<file path="config.mk">
export PLATFORM = sky130hd
export DESIGN_NAME = guess_game_core
export DESIGN_NICKNAME = d
export VERILOG_FILES = /design/src/rtl/guess_game_pkg.sv /design/src/rtl/guess_game_seg7_scan.sv /design/src/rtl/guess_game_core.sv
export SDC_FILE = /design/constraint.sdc
export NUM_CORES = 1
export LEC_CHECK = 0
export BUFFER_PORTS_ARGS = -buffer_cell sky130_fd_sc_hd__buf_2
export CAP_MARGIN = 20
export CORE_ASPECT_RATIO = 1.4
export CORE_MARGIN = 3
export CORE_UTILIZATION = 53
export DETAILED_ROUTE_END_ITERATION = 6
export GPL_TIMING_DRIVEN = 0
export HOLD_SLACK_MARGIN = 0.15
export PLACE_DENSITY = 0.71
export SYNTH_ARGS = -nofsm -noshare
export SYNTH_HDL_FRONTEND = slang
export SYNTH_HIERARCHICAL = 1
export SYNTH_SLANG_ARGS = --single-unit
</file>
<file path="constraint.sdc">
create_clock -name clk -period 4.5 [get_ports clk]
set_clock_uncertainty 0.1 [all_clocks]
set_input_delay 0.675 -clock clk [delete_from_list [all_inputs] [get_ports clk]]
set_output_delay 0.675 -clock clk [all_outputs]
set_load 0.05 [all_outputs]
</file>
<file path="src/rtl/guess_game_pkg.sv">
// Shared types for the guess-the-number game: FSM states, display symbol codes,
// the symbol-to-segment decoder and a constant binary-to-BCD helper.
package guess_game_pkg;

    typedef enum logic [2:0] {
        ST_SET   = 3'd0,
        ST_GUESS = 3'd1,
        ST_HINT  = 3'd2,
        ST_WIN   = 3'd3,
        ST_LOSE  = 3'd4
    } state_t;

    // Codes 0x00-0x0F are plain hex digits.
    localparam logic [4:0] SYM_BLANK = 5'h10;
    localparam logic [4:0] SYM_H     = 5'h11;
    localparam logic [4:0] SYM_I     = 5'h12;
    localparam logic [4:0] SYM_L     = 5'h13;
    localparam logic [4:0] SYM_O     = 5'h14;
    localparam logic [4:0] SYM_P     = 5'h15;
    localparam logic [4:0] SYM_DASH  = 5'h16;

    // Active-low segments packed as {g,f,e,d,c,b,a}.
    function automatic logic [6:0] sym_to_seg(input logic [4:0] sym);
        logic [6:0] s;
        case (sym)
            5'h00:    s = 7'h40;
            5'h01:    s = 7'h79;
            5'h02:    s = 7'h24;
            5'h03:    s = 7'h30;
            5'h04:    s = 7'h19;
            5'h05:    s = 7'h12;
            5'h06:    s = 7'h02;
            5'h07:    s = 7'h78;
            5'h08:    s = 7'h00;
            5'h09:    s = 7'h10;
            5'h0A:    s = 7'h08;
            5'h0B:    s = 7'h03;
            5'h0C:    s = 7'h46;
            5'h0D:    s = 7'h21;
            5'h0E:    s = 7'h06;
            5'h0F:    s = 7'h0E;
            SYM_H:    s = 7'h09;
            SYM_I:    s = 7'h79;
            SYM_L:    s = 7'h47;
            SYM_O:    s = 7'h40;
            SYM_P:    s = 7'h0C;
            SYM_DASH: s = 7'h3F;
            default:  s = 7'h7F;
        endcase
        return s;
    endfunction

    function automatic logic [31:0] to_bcd32(input int unsigned value);
        logic [31:0] r;
        int unsigned v;
        r = '0;
        v = value;
        for (int i = 0; i < 8; i++) begin
            r[4*i +: 4] = 4'(v % 10);
            v = v / 10;
        end
        return r;
    endfunction

endpackage

</file>
<file path="src/rtl/guess_game_seg7_scan.sv">
// Time-multiplexed 7-segment driver: one position per SCAN_DIV clocks, leftmost
// first. Outputs are registered so reset blanks the display immediately.
module seg7_scan
    import guess_game_pkg::*;
#(
    parameter int DIGITS   = 4,
    parameter int SCAN_DIV = 1000
) (
    input  logic                clk,
    input  logic                rst,
    input  logic [5*DIGITS-1:0] symbols,
    output logic [6:0]          seg,
    output logic [DIGITS-1:0]   an
);

    localparam int POS_W = $clog2(DIGITS);
    localparam int DIV_W = (SCAN_DIV > 1) ? $clog2(SCAN_DIV) : 1;
    localparam logic [DIV_W-1:0] DIV_LAST = DIV_W'(SCAN_DIV - 1);
    localparam logic [DIV_W-1:0] DIV_ONE  = 1;
    localparam logic [POS_W-1:0] POS_LEFT = POS_W'(DIGITS - 1);
    localparam logic [POS_W-1:0] POS_ONE  = 1;

    logic [DIV_W-1:0]  r_div;
    logic [POS_W-1:0]  r_pos;
    logic [6:0]        r_seg;
    logic [DIGITS-1:0] r_an;
    logic [4:0]        w_sym;
    logic [DIGITS-1:0] w_an;

    always_comb begin
        w_sym = SYM_BLANK;
        w_an  = '1;
        for (int i = 0; i < DIGITS; i++) begin
            if (r_pos == POS_W'(i)) begin
                w_sym   = symbols[5*i +: 5];
                w_an[i] = 1'b0;
            end
        end
    end

    // seg and an are both taken from the same r_pos, so they never disagree.
    always_ff @(posedge clk or posedge rst) begin
        if (rst) begin
            r_div <= '0;
            r_pos <= POS_LEFT;
            r_seg <= '1;
            r_an  <= '1;
        end else begin
            if (r_div == DIV_LAST) begin
                r_div <= '0;
                r_pos <= (r_pos == '0) ? POS_LEFT : r_pos - POS_ONE;
            end else begin
                r_div <= r_div + DIV_ONE;
            end
            r_seg <= sym_to_seg(w_sym);
            r_an  <= w_an;
        end
    end

    assign seg = r_seg;
    assign an  = r_an;

endmodule

</file>
<file path="src/rtl/guess_game_core.sv">
// Guess-the-number game: enter a secret, then guesses; shows LO/HI hints,
// counts tries in BCD and blinks the LEDs on WIN or LOSE until reset.
module guess_game_core
    import guess_game_pkg::*;
#(
    parameter int DIGITS    = 4,
    parameter int SCAN_DIV  = 1000,
    parameter int BLINK_DIV = 5000000,
    parameter int MAX_TRIES = 0
) (
    input  logic                clk,
    input  logic                rst,
    input  logic [3:0]          digit_val,
    input  logic [DIGITS-1:0]   digit_load,
    input  logic                commit,
    input  logic                peek,
    output logic [6:0]          seg,
    output logic [DIGITS-1:0]   an,
    output logic [7:0]          led,
    output logic [2:0]          phase,
    output logic [4*DIGITS-1:0] tries_bcd
);

    localparam int W       = 4 * DIGITS;
    localparam int BLINK_W = (BLINK_DIV > 1) ? $clog2(BLINK_DIV) : 1;
    localparam logic [BLINK_W-1:0] BLINK_LAST = BLINK_W'(BLINK_DIV - 1);
    localparam logic [BLINK_W-1:0] BLINK_ONE  = 1;
    localparam logic [DIGITS-1:0]  LOAD_ONE   = 1;
    localparam logic [31:0]        MAX_BCD32  = to_bcd32(MAX_TRIES);
    localparam logic [W-1:0]       MAX_BCD    = MAX_BCD32[W-1:0];

    state_t              r_state, w_next;
    logic                r_commit_s1, r_commit_s2, r_commit_d;
    logic                w_commit_edge, w_load_ok, w_load_en, w_lock, w_submit;
    logic [W-1:0]        r_entry, r_secret, r_guess, r_tries, w_tries_inc;
    logic                r_cmp_valid, r_cmp_eq, r_cmp_lt, r_cmp_limit;
    logic                r_prompt, r_blink;
    logic [BLINK_W-1:0]  r_blink_cnt;
    logic [7:0]          r_led, w_led;
    logic [5*DIGITS-1:0] w_syms;

    function automatic logic [5*DIGITS-1:0] hex_syms(input logic [W-1:0] v);
        logic [5*DIGITS-1:0] s;
        for (int i = 0; i < DIGITS; i++) s[5*i +: 5] = {1'b0, v[4*i +: 4]};
        return s;
    endfunction

    assign w_commit_edge = r_commit_s2 & ~r_commit_d;
    assign w_load_ok     = (digit_load != '0) && ((digit_load & (digit_load - LOAD_ONE)) == '0);
    assign w_load_en     = w_load_ok && (r_state == ST_SET || r_state == ST_GUESS || r_state == ST_HINT);
    assign w_lock        = w_commit_edge && (r_state == ST_SET);
    assign w_submit      = w_commit_edge && (r_state == ST_GUESS || r_state == ST_HINT);

    // Saturating BCD increment: an all-nines count stays put.
    always_comb begin : tries_inc
        logic carry;
        logic all9;
        carry       = 1'b1;
        all9        = 1'b1;
        w_tries_inc = r_tries;
        for (int i = 0; i < DIGITS; i++) begin
            if (r_tries[4*i +: 4] != 4'd9) all9 = 1'b0;
            if (carry) begin
                if (r_tries[4*i +: 4] == 4'd9) begin
                    w_tries_inc[4*i +: 4] = 4'd0;
                end else begin
                    w_tries_inc[4*i +: 4] = r_tries[4*i +: 4] + 4'd1;
                    carry = 1'b0;
                end
            end
        end
        if (all9) w_tries_inc = r_tries;
    end

    always_ff @(posedge clk or posedge rst) begin
        if (rst) begin
            r_commit_s1 <= 1'b0;
            r_commit_s2 <= 1'b0;
            r_commit_d  <= 1'b0;
        end else begin
            r_commit_s1 <= commit;
            r_commit_s2 <= r_commit_s1;
            r_commit_d  <= r_commit_s2;
        end
    end

    always_ff @(posedge clk or posedge rst) begin
        if (rst) begin
            r_entry     <= '0;
            r_secret    <= '0;
            r_guess     <= '0;
            r_tries     <= '0;
            r_cmp_valid <= 1'b0;
            r_cmp_eq    <= 1'b0;
            r_cmp_lt    <= 1'b0;
            r_cmp_limit <= 1'b0;
            r_prompt    <= 1'b0;
        end else begin
            if (w_lock) begin
                r_entry  <= '0;
                r_secret <= r_entry;
                r_prompt <= 1'b1;
            end else if (w_load_en) begin
                for (int i = 0; i < DIGITS; i++)
                    if (digit_load[i]) r_entry[4*i +: 4] <= digit_val;
                r_prompt <= 1'b0;
            end
            r_cmp_valid <= w_submit;
            if (w_submit) begin
                r_guess     <= r_entry;
                r_tries     <= w_tries_inc;
                r_cmp_eq    <= (r_entry == r_secret);
                r_cmp_lt    <= (r_entry < r_secret);
                r_cmp_limit <= (MAX_TRIES != 0) && (w_tries_inc == MAX_BCD);
            end
        end
    end

    always_ff @(posedge clk or posedge rst) begin
        if (rst) begin
            r_blink_cnt <= '0;
            r_blink     <= 1'b0;
        end else if (r_state == ST_WIN || r_state == ST_LOSE) begin
            if (r_blink_cnt == BLINK_LAST) begin
                r_blink_cnt <= '0;
                r_blink     <= ~r_blink;
            end else begin
                r_blink_cnt <= r_blink_cnt + BLINK_ONE;
            end
        end else begin
            r_blink_cnt <= '0;
            r_blink     <= 1'b0;
        end
    end

    always_ff @(posedge clk or posedge rst) begin
        if (rst) r_state <= ST_SET;
        else     r_state <= w_next;
    end

    // GUESS holds for one cycle after a submit so the registered compare decides.
    always_comb begin
        w_next = r_state;
        case (r_state)
            ST_SET:   if (w_commit_edge) w_next = ST_GUESS;
            ST_GUESS: begin
                if (r_cmp_valid) begin
                    if (r_cmp_eq)         w_next = ST_WIN;
                    else if (r_cmp_limit) w_next = ST_LOSE;
                    else                  w_next = ST_HINT;
                end
            end
            ST_HINT:  if (w_load_ok || w_commit_edge) w_next = ST_GUESS;
            default:  w_next = r_state;
        endcase
    end

    always_comb begin : fsm_out
        logic lead;
        w_syms = {DIGITS{SYM_BLANK}};
        w_led  = 8'h00;
        lead   = 1'b1;
        case (r_state)
            ST_SET: begin
                w_led  = 8'h01;
                w_syms = hex_syms(r_entry);
            end
            ST_GUESS: begin
                w_led = 8'h02;
                if (peek) begin
                    w_syms = hex_syms(r_guess);
                end else if (r_prompt) begin
                    w_syms[5*(DIGITS-1) +: 5] = SYM_P;
                    w_syms[5*(DIGITS-2) +: 5] = 5'h02;
                end else begin
                    w_syms = hex_syms(r_entry);
                end
            end
            ST_HINT: begin
                w_led = 8'h04;
                w_syms[5*(DIGITS-1) +: 5] = r_cmp_lt ? SYM_L : SYM_H;
                w_syms[5*(DIGITS-2) +: 5] = r_cmp_lt ? SYM_O : SYM_I;
            end
            ST_WIN: begin
                w_led = {8{r_blink}};
                for (int i = DIGITS - 1; i >= 0; i--) begin
                    if (!(lead && r_tries[4*i +: 4] == 4'd0 && i != 0)) begin
                        lead = 1'b0;
                        w_syms[5*i +: 5] = {1'b0, r_tries[4*i +: 4]};
                    end
                end
            end
            ST_LOSE: begin
                w_led  = {8{r_blink}};
                w_syms = hex_syms(r_secret);
            end
            default: w_led = 8'h00;
        endcase
    end

    always_ff @(posedge clk or posedge rst) begin
        if (rst) r_led <= 8'h00;
        else     r_led <= w_led;
    end

    seg7_scan #(
        .DIGITS   (DIGITS),
        .SCAN_DIV (SCAN_DIV)
    ) u_scan (
        .clk     (clk),
        .rst     (rst),
        .symbols (w_syms),
        .seg     (seg),
        .an      (an)
    );

    assign led       = r_led;
    assign phase     = r_state;
    assign tries_bcd = r_tries;

endmodule

</file>
==> results.json <==
{
  "drt_pre_antenna_iters": 5,
  "global_route.usage.total_pct": 24.5,
  "timing.critical_path.to_type": "flop",
  "finalHoldViolations": 0,
  "port_buffers": 47,
  "die_y_um": 141,
  "tritoncts.num_buffers": 17,
  "first_iter_violations": 425,
  "fin_nets": 848,
  "synth_enable_flop_cells": 0,
  "num_rows": 48,
  "maximum_count_of_clock_buffers_along_a_single_path": 2,
  "final_slew_violations": 0,
  "ys_seq_elements": 124,
  "clock_sink_count": 124,
  "regToRegSetupSlack_ns": 0.81,
  "timing.critical_path.slowest_cell_delay_ns": 0.53,
  "clock_tree.root_cell": "clkbuf_16",
  "post_synth_instance_area_um2": 6920,
  "internal-power_uw": 2120,
  "yosys_warnings": 6,
  "timing.critical_path.cells": "ha_1 -> clkbuf_1 -> clkbuf_1 -> a222oi_1 -> nor2_1 -> nand2_1 -> o211ai_1 -> and2_1 -> buf_2 -> inv_2 -> ha_1 -> and3_1 -> a2111oi_1 -> a311oi_1",
  "floorplan.core_area_um2": 12600,
  "avgSynthCellArea_um2": 9.36,
  "crit_required_ns": 4.71,
  "setup_repair_after_global_routing_missed_its_margin": "false",
  "yosysTopAreaCell": "dfrtp_1",
  "gp_routability_congestion": 0.935,
  "power.share.switching_pct": 19.6,
  "vias_per_cell": 5.87,
  "initial_core_utilization_pct": 55.1,
  "cap_violations": 0,
  "area_growth_pct": 15.6,
  "post_cts_resized": 0,
  "timing.setup.critical_path_class": "reg -> reg",
  "drt-wirelength-per-cell_um": 17.3,
  "instances_no_fill": 968,
  "placedCellCount": 937,
  "pwr-share-seq_pct": 42.8,
  "fraction_of_registers_with_async_set_or_reset_after_synthesis_pct": 100,
  "synth_top_flop_cell": "dfrtp_1",
  "crit-reg2reg-capture": "u_scan/seg[0]",
  "power_uw": 2640,
  "timing_worst_slew_pin_value_ns": 0.893,
  "number_of_global_route_vias_before_repair": 5702,
  "max-slew-margin-rel_pct": 40.0,
  "worst_ep_arrival_time_ns": 3.90,
  "post-dp-hpwl_um": 12600,
  "irDropWorstVdd_v": 0.000261,
  "horizontal_extent_of_the_die_um": 103,
  "ys_top_cells_by_area": "dfrtp_1 (40%), nand2_1 (6.1%), ha_1 (5.4%)",
  "synth.lib_cells_used.distinct": 75,
  "post_cts_hold_buffer_count": 0,
  "grt_pass1_wl_um": 27700,
  "regToRegStartpoint": "phase[1]",
  "clk_pin_slew_worst_setup_hold_paths_ns": 0.05,
  "crit_path_top_delay_cell": "clkbuf_1",
  "largest_net_degree_at_the_start_of_global_routing": 69,
  "part_of_the_power_in_the_clock_network_pct": 54.6,
  "post-cts-setup-buffers": 0,
  "power.density_nw_per_um2": 330,
  "crit_path_max_fanout": 10,
  "status": "finished clean",
  "final-setup-viol-count": 0,
  "crit_path_start_kind": "flop",
  "power_leakage_uw": 0.00383,
  "clkLatencyLatePin_ns": 0.42,
  "ios": 50,
  "drc_errors": 0,
  "final_layout_size_suffix_gt1_share_pct": 17.6,
  "post-route-util_pct": 63.7,
  "dr_total_vias": 5679,
  "final.min_clock_period_ns": 3.69,
  "max_freq_mhz": 271,
  "yosysTopAreaCellShare_pct": 40.2,
  "combPwrFrac_pct": 2.6,
  "holdCritPathClass": "in -> async",
  "yosysSeqAreaShare_pct": 45.1,
  "postRouteWirelength_um": 16800,
  "worstRegToRegCells": 14,
  "globalRoute.totalOverflow": 0,
  "ctsHtreeMaxLevel": 4,
  "post-route-period-util_pct": 82.1,
  "grt_antenna_before_repair": 0,
  "detail-route-antenna-nets": 0,
  "p_sw_uw": 517,
  "postSynthCellCount": 739,
  "antenna_cells": 0,
  "die_area_um2": 14500,
  "worst_hold_slack_ns": 0.189,
  "synth.net_count": 781,
  "clock_tree_from_tritoncts": "done"
}
==> layout by cell type (no fill, tap or decap), drive strengths merged, types with 18 or more instances in the layout <==
cell,synthesis,final
nand2,112,112
dfrtp,111,111
clkbuf,21,45
buf,17,65
nor3,18,18
nor2,92,92
mux2i,21,21
xor2,19,19
nand3,28,28
ha,30,30
inv,45,45
o21ai,40,40
==> layout make-up <==
class,instances,area (um2)
fillers,1071,4560
well taps,150,188
multi-input cells,532,3410
clock inverters,7,135
inverters,45,171
repair buffers,48,263
plain buffers,38,215
clock buffers,24,492
flip-flops and latches,124,3120
==> stage by stage <==
step / TNS, ns / instance area (um2) / setup WS [ns]
global route: 0 / 8000 / 0.564
CTS: 0 / 8000 / 0.841
finish: 0 / 8000 / 0.805
global placement: -14.66 / 7340 / -0.151
floorplan: 0 / 6920 / 1.08
detailed placement: 0 / 7370 / 0.894
==> sequential cells by signal, summed over array words and instances, names as in the netlist <==
name / count
led: 4
phase: 2
r_blink: 1
r_blink_cnt: 23
r_cmp_eq: 1
r_cmp_lt: 1
r_cmp_valid: 1
r_commit_d: 1
r_commit_s1: 1
r_commit_s2: 1
r_entry: 16
r_guess: 16
r_prompt: 1
r_secret: 16
tries_bcd: 16
u_scan/an: 4
u_scan/r_div: 10
u_scan/r_pos: 2
u_scan/seg: 7
==> worst max-delay path by stage <==
stage | end | slack, ns | start | depth (start not counted)
6_report | u_scan/seg[0] | 0.81 | phase[1] | 14
5_1_grt | u_scan/seg[3] | 0.56 | phase[1] | 13
4_1_cts | u_scan/seg[0] | 0.84 | phase[1] | 14
3_5_place_dp | u_scan/seg[3] | 0.89 | phase[1] | 13
3_3_place_gp | r_secret[10] | -0.15 | rst | 2
2_1_floorplan | led[0] | 1.08 | rst | 1
==> power by group through the flow <==
stage,combinational [uW],sequential [uW],clock (uW)
after global placement,63.9,1150,0
final,68.6,1130,1440
after floorplan,42.1,1140,0
after detailed placement,69.8,1150,0
after global routing,78.1,1130,1520
after CTS,69.8,1130,1470
==> cells by family after synthesis <==
group | Yosys count | share of synthesized area (%)
compound gates | 128 | 13.6
xor+xnor | 36 | 4.56
fa+ha+maj | 30 | 5.43
buf+inv | 83 | 5.55
flops | 124 | 45.1
mux | 24 | 3.53
other cells | 1 | 0.0542
simple gates | 313 | 22.2
==> worst max-delay path: cells and delay by family, from the launching register on <==
family / cells / cell delay (ns)
compound gates: 4 / 0.88
fa+ha+maj: 2 / 0.39
buf+inv: 4 / 1.34
flops: 1 / 0.42
simple gates: 4 / 0.46
==> routing by layer <==
| metal | up-vias | GRT usage [%] | part of all wire (%) |
|---|---|---|---|
| met5 | - | 0 | 0 |
| met4 | 0 | 14.2 | 4.6 |
| met1 | 2743 | 27.7 | 38 |
| li1 | 2706 | - | - |
| met3 | 45 | 5.64 | 4.6 |
| met2 | 185 | 41.5 | 52 |
==> cells in the mapped netlist (all sizes together) (9+ instances only) <==
cell,n
a21oi,17
a222oi,12
buf,17
clkbuf,21
dfrtp,111
dfstp,13
ha,30
inv,45
mux2i,21
nand2,112
nand2b,12
nand3,28
nand4,12
nor2,92
nor3,18
nor4,9
o21ai,40
xnor2,17
xor2,19
Note: power is estimated with default switching activity, not from simulation.
